**src/rtl/exp_addsub_pipe.sv**
```systemverilog
// Two-stage pipelined exponent adder/subtractor with bias modes for FP multiply/divide,
// valid/ready flow control, optional saturation and a saturating out-of-range counter.
module exp_addsub_pipe #(
  parameter int EXP_W = 6,
  parameter int BIAS  = 15,
  parameter int SAT   = 1
) (
  input  logic             clk,
  input  logic             rst_n,
  input  logic             in_valid,
  output logic             in_ready,
  input  logic [EXP_W-1:0] exp_a,
  input  logic [EXP_W-1:0] exp_b,
  input  logic [1:0]       mode,
  output logic             out_valid,
  input  logic             out_ready,
  output logic [EXP_W-1:0] exp_out,
  output logic             ovf,
  output logic             unf,
  output logic [7:0]       ovf_cnt,
  input  logic             cnt_clr
);

  // Three guard bits hold 3*(2^EXP_W-1) and -2*(2^EXP_W-1) without wrap.
  localparam int W = EXP_W + 3;
  localparam logic signed [W-1:0] MAX_V  = W'((1 << EXP_W) - 1);
  localparam logic signed [W-1:0] BIAS_V = W'(BIAS);

  logic                    s1_valid;
  logic signed [W-1:0]     s1_raw;
  logic [1:0]              s1_mode;
  logic                    s2_valid;
  logic [EXP_W-1:0]        s2_exp;
  logic                    s2_ovf;
  logic                    s2_unf;
  logic [7:0]              cnt;

  logic                    s1_load;
  logic                    s2_load;
  logic [W-1:0]            a_ext;
  logic [W-1:0]            b_ext;
  logic signed [W-1:0]     raw;
  logic signed [W-1:0]     adj;
  logic                    adj_ovf;
  logic                    adj_unf;
  logic [EXP_W-1:0]        adj_exp;

  assign s2_load  = !s2_valid || out_ready;
  assign s1_load  = !s1_valid || s2_load;
  assign in_ready = s1_load;

  assign a_ext = W'(exp_a);
  assign b_ext = W'(exp_b);
  assign raw   = mode[0] ? (a_ext + ~b_ext + W'(1)) : (a_ext + b_ext);

  always_comb begin
    adj = s1_raw;
    case (s1_mode)
      2'b10:   adj = s1_raw - BIAS_V;
      2'b11:   adj = s1_raw + BIAS_V;
      default: adj = s1_raw;
    endcase
    adj_unf = adj[W-1];
    adj_ovf = adj > MAX_V;
    adj_exp = adj[EXP_W-1:0];
    if (SAT != 0) begin
      if (adj_ovf)      adj_exp = '1;
      else if (adj_unf) adj_exp = '0;
    end
  end

  always_ff @(posedge clk or negedge rst_n) begin
    if (!rst_n) begin
      s1_valid <= 1'b0;
      s1_raw   <= '0;
      s1_mode  <= 2'b00;
    end else if (s1_load) begin
      s1_valid <= in_valid;
      s1_raw   <= raw;
      s1_mode  <= mode;
    end
  end

  always_ff @(posedge clk or negedge rst_n) begin
    if (!rst_n) begin
      s2_valid <= 1'b0;
      s2_exp   <= '0;
      s2_ovf   <= 1'b0;
      s2_unf   <= 1'b0;
    end else if (s2_load) begin
      s2_valid <= s1_valid;
      s2_exp   <= adj_exp;
      s2_ovf   <= adj_ovf;
      s2_unf   <= adj_unf;
    end
  end

  // Clear wins over a same-cycle increment.
  always_ff @(posedge clk or negedge rst_n) begin
    if (!rst_n) begin
      cnt <= 8'd0;
    end else if (cnt_clr) begin
      cnt <= 8'd0;
    end else if (s2_valid && out_ready && (s2_ovf || s2_unf) && cnt != 8'hFF) begin
      cnt <= cnt + 8'd1;
    end
  end

  assign out_valid = s2_valid;
  assign exp_out   = s2_exp;
  assign ovf       = s2_ovf;
  assign unf       = s2_unf;
  assign ovf_cnt   = cnt;

endmodule

```
**config.mk**
```make
export PLATFORM = sky130hd
export DESIGN_NAME = exp_addsub_pipe
export DESIGN_NICKNAME = d
export VERILOG_FILES = /design/src/rtl/exp_addsub_pipe.sv
export SDC_FILE = /design/constraint.sdc
export NUM_CORES = 1
export LEC_CHECK = 0
export ABC_AREA = 0
export CORE_UTILIZATION = 35
export DETAILED_ROUTE_END_ITERATION = 16
export PLACE_DENSITY = 0.55
export SLEW_MARGIN = 0
export SYNTH_ARGS = -nofsm -noshare
export SYNTH_HDL_FRONTEND = slang
export SYNTH_SLANG_ARGS = --single-unit
```
**constraint.sdc**
```tcl
create_clock -name clk -period 3.36 [get_ports clk]
set_input_delay 0.672 -clock clk [delete_from_list [all_inputs] [get_ports clk]]
set_output_delay 0.672 -clock clk [all_outputs]
set_load 0.02 [all_outputs]
```
==> summary.md, run 1 <==
| Metric | Value |
|---|---|
| Initial antenna violation count | `0` |
| Starting Density | `36.5%` |
| Power per cell area | `527 nW/um2` |
| Maximum fanout along the worst path | `3` |
| CP startpoint kind | `primary input` |
| Post-synth EDFFs | `0` |
| Drt drc | `0` |
| Count of input and output buffers | `36` |
| Biggest area consumer among synthesized cells | `dfrtp_1` |
| Clock network power share | `20.7%` |
| Nets | `325` |
| Die area | `6580 um2` |
| Count leader, synth | `dfrtp_1` |
| Netlist cell types | `50` |
| Number of global-route vias before repair | `1735` |
| Seq/Total Area, Yosys | `33.1%` |
| Area share of the largest cell type after synthesis | `33.1%` |
| Drt via density | `5.15` |
| Top cells by count, synth | `29 x dfrtp_1, 28 x nand2_1, 19 x nor2_1` |
| Post-Route Skew | `0.00646 ns` |
| Die Width | `81.1 um` |
| I/O Pins | `37` |
| Setup violations, final | `0` |
| Post-CTS Setup Bufs | `0` |
| Hold Path Sink | `out_valid` |
| Hold buffers post-CTS | `0` |
| Worst Path Arrival | `2.09 ns` |
| Post-synth top flop | `dfrtp_1` |
| CTS tree | `done` |
| Mapped Area | `2190 um2` |
| Setup tns final | `0 ns` |
| First drt pass iteration count | `4` |
| Syn Nets | `288` |
| Worst EP required | `2.69 ns` |
| Worst hold path depth | `1` |
| Total Power | `1430 uW` |
| Worst-Skew Late Latency | `0.28 ns` |
| Largest net degree at the start of global routing | `30` |
| Grt ovf | `0` |
| CTS sink count | `29` |
| Lkg Pwr | `0.00116 uW` |
| H-tree depth | `2` |
| Final GP Congestion | `0.827` |
| Share of cells above drive strength 1 | `8.39%` |
| Chip height | `81.1 um` |
| Post_cts resized | `0` |
| Core area | `5990 um2` |
| Finished Cell Area | `2710 um2` |
| Yosys Warn Count | `0` |
| Reg2reg start | `s1_mode[1]` |
| P_sw | `542 uW` |
| Flop pwr share | `34.9%` |
| Row count | `28` |
| First-pass GRT wire length | `7.82 mm` |
| Max_cap viols | `0` |
| Switch share | `37.9%` |
| Worst hold path startpoint | `s1_valid` |
| Min cycle time layout | `2.76 ns` |
| VDD IR-drop max | `0.277 mV` |
| RSZ-0062 raised after global routing | `false` |
| Post-route ant nets | `0` |
| Clock Pin Slew Worst Setup and Hold Paths | `0.07 ns` |
| Comb pwr share | `44.4%` |
| Syn Inst Count | `249` |
| Root cell of the clock tree | `clkbuf_8` |
| HPWL after DPL | `3.53 mm` |
| Worst min path class | `reg -> reg` |
| WL per Instance | `12.8 um` |
| Final wirelength | `4.61 mm` |
| Worst hold-check slack | `0.464 ns` |
| Avg Cell Area, Syn | `8.79 um2` |
| FF+latch count, synth | `29` |
| FFs w/ async S/R, synth | `100%` |
| Final period util | `82.3%` |
| Reg2reg end | `exp_out[2]` |
| Internal power | `887 uW` |
| Drt initial violations | `78` |
| Flop2flop setup slack | `0.89 ns` |
| Max-slew violation count | `0` |
| Number of cells on the worst reg-to-reg path | `8` |
| Status | `finished, final reports clean` |
| Setup crit end kind | `output port` |
| Final hold violation count | `0` |
| GRT Total Usage | `15.6%` |
| CTS Buf Count | `5` |
| Vias | `1858` |
| Clock buffer depth | `2` |
| Fmax | `362 MHz` |
| Number of antenna diodes | `0` |
| Post-DP Area | `2620 um2` |
| Worst slew pin tran | `0.382 ns` |
| P&R area growth vs syn | `23.9%` |
| WS Path Type | `in -> out` |
| Slew HR | `74.4%` |
| Top post-synthesis cells by area | `dfrtp_1 33%, ha_1 10%, nand2_1 4.8%` |
## sequential cells by signal, indices dropped and copies added, names as in the netlist
| name | cells |
|---|---|
| s1_mode | 2 |
| s1_valid | 1 |
| s1_raw | 9 |
| exp_out | 6 |
| ovf | 1 |
| ovf_cnt | 8 |
| out_valid | 1 |
| unf | 1 |
## per-stage QoR
| step | util [%] | worst slack, ns | cells |
|---|---|---|---|
| after CTS | 45.3 | 0.598 | 361 |
| after detailed placement | 43.8 | 0.562 | 354 |
| after global placement | 43.8 | 0.595 | 354 |
| after global routing | 45.3 | 0.542 | 361 |
| final | 45.3 | 0.596 | 361 |
| after floorplan | - | 1.01 | 249 |
## final cells by class
cell class                      count  area [um2]
Clock inverter                      1        7.51
Inverter                           15        56.3
Multi-Input combinational cell    193        1340
Fill cell                         600        3280
Clock buffer                        6        82.6
Sequential cell                    29         726
Timing Repair Buffer               42         405
Tap cell                           75        93.8
## power groups by stage
stage                     Sequential (uW)  Combinational, uW  Clock, uW
final                                 499                635        295
after global routing                  513                700        318
after CTS                             501                640        306
after detailed placement              508                637          0
after global placement                506                635          0
after floorplan                       541                398          0
## how the worst max path moves through the flow
| stage | startpoint | endpoint | slack (ns) |
|---|---|---|---|
| final | out_ready | in_ready | 0.60 |
| after global routing | out_ready | in_ready | 0.54 |
| after CTS | out_ready | in_ready | 0.60 |
| after detailed placement | exp_a[0] | s1_raw[6] | 0.56 |
| after global placement | out_ready | in_ready | 0.59 |
| after floorplan | s1_mode[0] | exp_out[0] | 1.01 |
## critical path, stage by stage
cell	delay [ns]
clkdlybuf4s50_1	0.49
nor2b_1	0.06
and2_1	0.19
inv_1	0.08
clkdlybuf4s50_1	0.60
## routing by layer
| metal | vias up | global-route usage, % | part of all wire (%) |
|---|---|---|---|
| met3 | 7 | 2.81 | 4.8 |
| li1 | 955 | - | - |
| met4 | 0 | 6.43 | 1.6 |
| met1 | 848 | 19.4 | 47 |
| met5 | - | 0 | 0 |
| met2 | 48 | 26.3 | 46 |
## layout by cell type, fill, tap and decap left out, drive strengths merged, types with 3 or more instances in the layout
cell type / n
o21ai: 19
a21oi: 18
nand2b: 3
a21o: 4
o211ai: 3
nand3: 3
inv: 15
a31oi: 3
xor2: 8
nor2: 19
clkbuf: 6
dfrtp: 29
o21bai: 5
mux2i: 3
nor2b: 4
ha: 18
xnor2: 10
a22oi: 5
buf: 6
nand2: 29
clkdlybuf4s50: 36
nand4: 6
and3: 3
nor3: 4
## kinds of logic (layout without fill, tap and decap cells)
| kind of cell | after synthesis | in the layout | share of synthesized area [%] |
|---|---|---|---|
| buffers and inverters | 27 | 64 | 5.60 |
| AND/OR/NAND/NOR | 79 | 79 | 17.2 |
| XOR/XNOR | 18 | 18 | 7.20 |
| multiplexers | 5 | 5 | 2.40 |
| flip-flops | 29 | 29 | 33.1 |
| adder cells (fa/ha/maj) | 20 | 20 | 12.1 |
| AO/OA/AOI/OAI | 71 | 71 | 22.3 |
No activity file was read; power rests on OpenSTA's default activity.
==> inputs of run 2 (changes only) <==
--- a/config.mk
+++ b/config.mk
@@ -8,7 +8,7 @@
 export ABC_AREA = 0
 export CORE_UTILIZATION = 35
 export DETAILED_ROUTE_END_ITERATION = 16
-export PLACE_DENSITY = 0.55
+export PLACE_DENSITY = 0.57
 export SLEW_MARGIN = 0
 export SYNTH_ARGS = -nofsm -noshare
 export SYNTH_HDL_FRONTEND = slang
==> constraint.sdc (replaced) <==
create_clock -name clk -period 2.5 [get_ports clk]
set_input_delay 0.5 -clock clk [delete_from_list [all_inputs] [get_ports clk]]
set_output_delay 0.5 -clock clk [all_outputs]
set_load 0.02 [all_outputs]
==> summary.md, run 2 (synthesis gave the netlist of run 1 again) <==
| Metric | Value |
|---|---|
| Status | `finished, final reports clean` |
| Crit-path max cell delay | `0.37 ns` |
| Worst path cell trace | `nand2_1 -> ha_1 -> and3_1 -> nor3b_1 -> a211oi_1 -> xnor2_1 -> a211oi_4 -> a22oi_1` |
| Max_cap viols | `0` |
| Worst Path Arrival | `2.43 ns` |
| Reg2reg end | `exp_out[4]` |
| Finished Cell Area | `2780 um2` |
| Hold buffers post-CTS | `0` |
| Min cycle time layout | `2.27 ns` |
| Clock Pin Slew Worst Setup and Hold Paths | `0.07 ns` |
| Worst EP required | `2.65 ns` |
| Vias | `1925` |
| I/O Pins | `37` |
| Core area | `5990 um2` |
| Worst min path class | `reg -> reg` |
| Critical Path End | `exp_out[4]` |
| CTS tree | `done` |
| Nets | `334` |
| Number of cells on the worst reg-to-reg path | `8` |
| Lkg Pwr | `0.00121 uW` |
| First drt pass iteration count | `4` |
| Setup crit end kind | `register` |
| Maximum fanout along the worst path | `6` |
| Die area | `6580 um2` |
| Final WS setup | `0.227 ns` |
| Crit-path slowest cell | `a211oi_4` |
| Chip height | `81.1 um` |
| Area occupied by multi-input gates | `1340 um2` |
| FILL cells | `576` |
| Post_cts resized | `0` |
| Post-route ant nets | `0` |
| Number of antenna diodes | `0` |
| Worst hold-check slack | `0.449 ns` |
| Starting Density | `36.5%` |
| Post-CTS Setup Bufs | `0` |
| Worst Setup SP | `s1_mode[1]` |
| Drt drc | `0` |
| Number of global-route vias before repair | `1848` |
| Final period util | `90.9%` |
| Setup violations, final | `0` |
| Flop2flop setup slack | `0.23 ns` |
| VDD IR-drop max | `0.350 mV` |
| Most common cell after layout, fill and taps aside | `clkdlybuf4s50_1` |
| Max FFs per register | `9` |
| Final GP Congestion | `0.841` |
| Final wirelength | `4.75 mm` |
| Largest Register | `s1_raw` |
| Worst slew pin tran | `0.396 ns` |
| GRT Total Usage | `16.5%` |
| Fmax | `440 MHz` |
| Reg2reg start | `s1_mode[1]` |
| Power per cell area | `703 nW/um2` |
| Post-DP Area | `2690 um2` |
| Count of input and output buffers | `36` |
| Root cell of the clock tree | `clkbuf_8` |
| CTS sink count | `29` |
| Sequential Area | `726 um2` |
| Die Width | `81.1 um` |
| P&R area growth vs syn | `26.9%` |
| Worst-Skew Late Latency | `0.29 ns` |
| Grt ovf | `0` |
| Pre-CTS setup slack | `-0.0446 ns` |
| RSZ-0062 raised after global routing | `false` |
| Row count | `28` |
| Setup tns final | `0 ns` |
| Commonest cells after routing, fill and taps aside | `35 x clkdlybuf4s50_1, 29 x dfrtp_1, 28 x nand2_1` |
| First-pass GRT wire length | `8.41 mm` |
| HPWL after DPL | `3.63 mm` |
| Drt initial violations | `139` |
| Clock buffer depth | `2` |
| Largest net degree at the start of global routing | `30` |
| Slew HR | `73.4%` |
| Initial antenna violation count | `0` |
| H-tree depth | `2` |
| CP startpoint kind | `register` |
| WS Path Type | `reg -> reg` |
| Max-slew violation count | `0` |
| CTS Buf Count | `5` |
| Final hold violation count | `0` |
| Share of cells above drive strength 1 | `10.8%` |
| Drt via density | `5.20` |
| Total Power | `1950 uW` |
| WL per Instance | `12.8 um` |
| Post-Route Skew | `0.00551 ns` |
run 2: changes by cell type in the layout (fill, tap and decap cells not counted):
cell             before  now
buf_4                 6   15
clkinvlp_4            1    0
clkdlybuf4s50_1      36   35
clkbuf_1              0    1
dlymetal6s2s_1        0    1
run 2: report_power, final:
part	total [uW]	leakage (uW)	switching (uW)	internal, uW
Sequential	679	0.000361	110	569
Combinational	876	0.000801	450	426
Clock	397	0.0000443	179	218
Total	1950	0.00121	740	1210
run 2: cell type report:
class | count | area share, %
multi-input combinational | 193 | 48.3
sequential | 29 | 26.1
timing repair buffer | 51 | 17.1
tap | 75 | 3.38
clock buffer | 7 | 3.11
inverter | 15 | 2.03
run 2: worst min-delay path by stage:
| stage | startpoint | to | slack [ns] | cells after the start |
|---|---|---|---|---|
| floorplan | rst_n | exp_out[0] | 0.20 | 0 |
| global placement | s1_valid | out_valid | 0.43 | 1 |
| detailed placement | s1_valid | out_valid | 0.44 | 1 |
| CTS | s1_valid | out_valid | 0.45 | 1 |
| global route | s1_valid | out_valid | 0.47 | 1 |
| finish | s1_valid | out_valid | 0.45 | 1 |
run 2: critical path: cells and delay by family (launching register included):
kind / cells / cell delay (ns)
compound gates: 3 / 0.76
xor+xnor: 1 / 0.18
flops: 1 / 0.34
simple gates: 3 / 0.49
fa+ha+maj: 1 / 0.36
run 2: per-layer routing:
layer / global-route usage [%] / vias to the layer above / part of all wire, %
li1: - / 967 / -
met1: 21.0 / 900 / 50
met2: 27.1 / 50 / 45
met3: 3.71 / 8 / 3.7
met4: 5.89 / 0 / 1.9
met5: 0 / - / 0
run 2: through the flow:
step           instances  utilization (%)
4_1_cts              370             46.3
6_report             370             46.4
2_1_floorplan        249                -
3_3_place_gp         363             44.9
5_1_grt              370             46.4
3_5_place_dp         363             44.9
==> inputs of run 3 (changes only) <==
--- a/config.mk
+++ b/config.mk
@@ -6,10 +6,12 @@
 export NUM_CORES = 1
 export LEC_CHECK = 0
 export ABC_AREA = 0
-export CORE_UTILIZATION = 35
+export CORE_MARGIN = 10
+export CORE_UTILIZATION = 48
 export DETAILED_ROUTE_END_ITERATION = 16
-export PLACE_DENSITY = 0.57
+export PLACE_DENSITY = 0.74
 export SLEW_MARGIN = 0
 export SYNTH_ARGS = -nofsm -noshare
 export SYNTH_HDL_FRONTEND = slang
 export SYNTH_SLANG_ARGS = --single-unit
+export TNS_END_PERCENT = 1
==> summary.md, run 3 (synthesis gave the netlist of run 1 again) <==
| Metric | Value |
|---|---|
| Final GP Congestion | `0.796` |
| Worst path cell trace | `nand2_2 -> ha_2 -> a21o_1 -> a21oi_1 -> a21o_1 -> and3_1 -> xor2_1 -> nand2_2 -> a22oi_1` |
| CTS tree | `done` |
| Die area | `7660 um2` |
| Largest Register | `s1_raw` |
| VDD IR-drop max | `0.297 mV` |
| Final core occ | `63.7%` |
| Clock buffer depth | `2` |
| Hold buffers post-CTS | `0` |
| GRT Total Usage | `13.0%` |
| Max-slew violation count | `0` |
| Largest net degree at the start of global routing | `30` |
| Final period util | `92.3%` |
| Grt ovf | `0` |
| Slew HR | `75.8%` |
| FILL cells | `388` |
| Worst min path class | `reg -> reg` |
| Setup tns final | `0 ns` |
| First drt pass iteration count | `4` |
| Finished Cell Area | `2790 um2` |
| Crit-path slowest cell | `dfrtp_1` |
| H-tree depth | `2` |
| Worst slew pin tran | `0.354 ns` |
| Crit path max-delay family | `compound AO/OA/AOI/OAI gates` |
| Number of global-route vias before repair | `1939` |
| Lkg Pwr | `0.00121 uW` |
| Initial antenna violation count | `0` |
| Max_cap viols | `0` |
| Area occupied by multi-input gates | `1370 um2` |
| HPWL after DPL | `3.73 mm` |
| Setup crit end kind | `register` |
| Drt initial violations | `131` |
| WS Path Type | `reg -> reg` |
| Commonest cells after routing, fill and taps aside | `35 x clkdlybuf4s50_1, 29 x dfrtp_1, 27 x nand2_1` |
| Nets | `331` |
| Final hold violation count | `0` |
| Worst EP required | `2.69 ns` |
| Row count | `24` |
| WL per Instance | `13.9 um` |
| Post-route ant nets | `0` |
| Status | `finished, final reports clean` |
| CP bufs+invs | `0` |
| Core area | `4380 um2` |
| Vias | `1898` |
| Count of input and output buffers | `36` |
| Max FFs per register | `9` |
| Worst Path Arrival | `2.50 ns` |
| Post-DP Area | `2640 um2` |
| Post-Route Skew | `0.00809 ns` |
| First-pass GRT wire length | `8.36 mm` |
| CTS sink count | `29` |
| Final wirelength | `4.80 mm` |
| Clock Pin Slew Worst Setup and Hold Paths | `0.07 ns` |
| Sequential Area | `726 um2` |
| Min cycle time layout | `2.31 ns` |
| Most common cell after layout, fill and taps aside | `clkdlybuf4s50_1` |
| Worst hold-check slack | `0.464 ns` |
| Root cell of the clock tree | `clkbuf_8` |
| Drt via density | `5.50` |
| Maximum fanout along the worst path | `8` |
| Crit-path max cell delay | `0.40 ns` |
| Power per cell area | `745 nW/um2` |
| Die Width | `87.5 um` |
| CP startpoint kind | `register` |
| Drt drc | `0` |
| Worst-Skew Late Latency | `0.29 ns` |
| Fmax | `434 MHz` |
| Share of cells above drive strength 1 | `12.6%` |
| I/O Pins | `37` |
| Number of antenna diodes | `0` |
| Starting Density | `49.9%` |
| CTS Buf Count | `5` |
| Total Power | `2080 uW` |
| P&R area growth vs syn | `27.5%` |
| Setup violations, final | `0` |
| Chip height | `87.5 um` |
## run 3: cell type report
class	count	share of cell area, %
multi-input cells	193	49.1
well taps	52	2.33
repair buffers	48	16.2
flip-flops and latches	29	26.0
inverters	15	2.02
clock inverters	2	1.34
clock buffers	6	2.96
## run 3: worst paths after layout
path	slack (ns)	startpoint	cells past startpoint	endpoint
worst max-delay path	0.19	s1_mode[1]	9	exp_out[3]
worst min-delay path	0.46	s1_valid	1	out_valid
worst max register to register	0.19	s1_mode[1]	9	exp_out[3]
worst min register to register	0.46	s1_valid	1	out_valid
max in group asynchronous	1.64	rst_n	2	exp_out[5]
min in group asynchronous	0.59	rst_n	2	ovf_cnt[6]
## run 3: report_power, final
group	switching, uW	internal, uW	total, uW	leakage [uW]
registers	108	569	677	0.000361
clock network	180	324	504	0.0000574
logic	464	435	899	0.000788
## run 3: per-stage QoR
| stage | instances | setup WS (ns) |
|---|---|---|
| after floorplan | 249 | 0.155 |
| after global placement | 337 | 0.00535 |
| after detailed placement | 337 | -0.0310 |
| after CTS | 345 | 0.0406 |
| after global routing | 345 | -0.0135 |
| final | 345 | 0.193 |
## run 3: repair_timing
action,in CTS,in global routing
endpoints found under the setup margin,0,8
setup buffers,0,0
resized for setup,0,7
## run 3: per-layer routing
layer / up-vias / global-route usage [%] / routed length (um)
li1: 967 / - / -
met1: 884 / 16.1 / 2220
met2: 40 / 21.3 / 2300
met3: 7 / 3.06 / 218
met4: 0 / 4.93 / 70
met5: - / 0 / 0
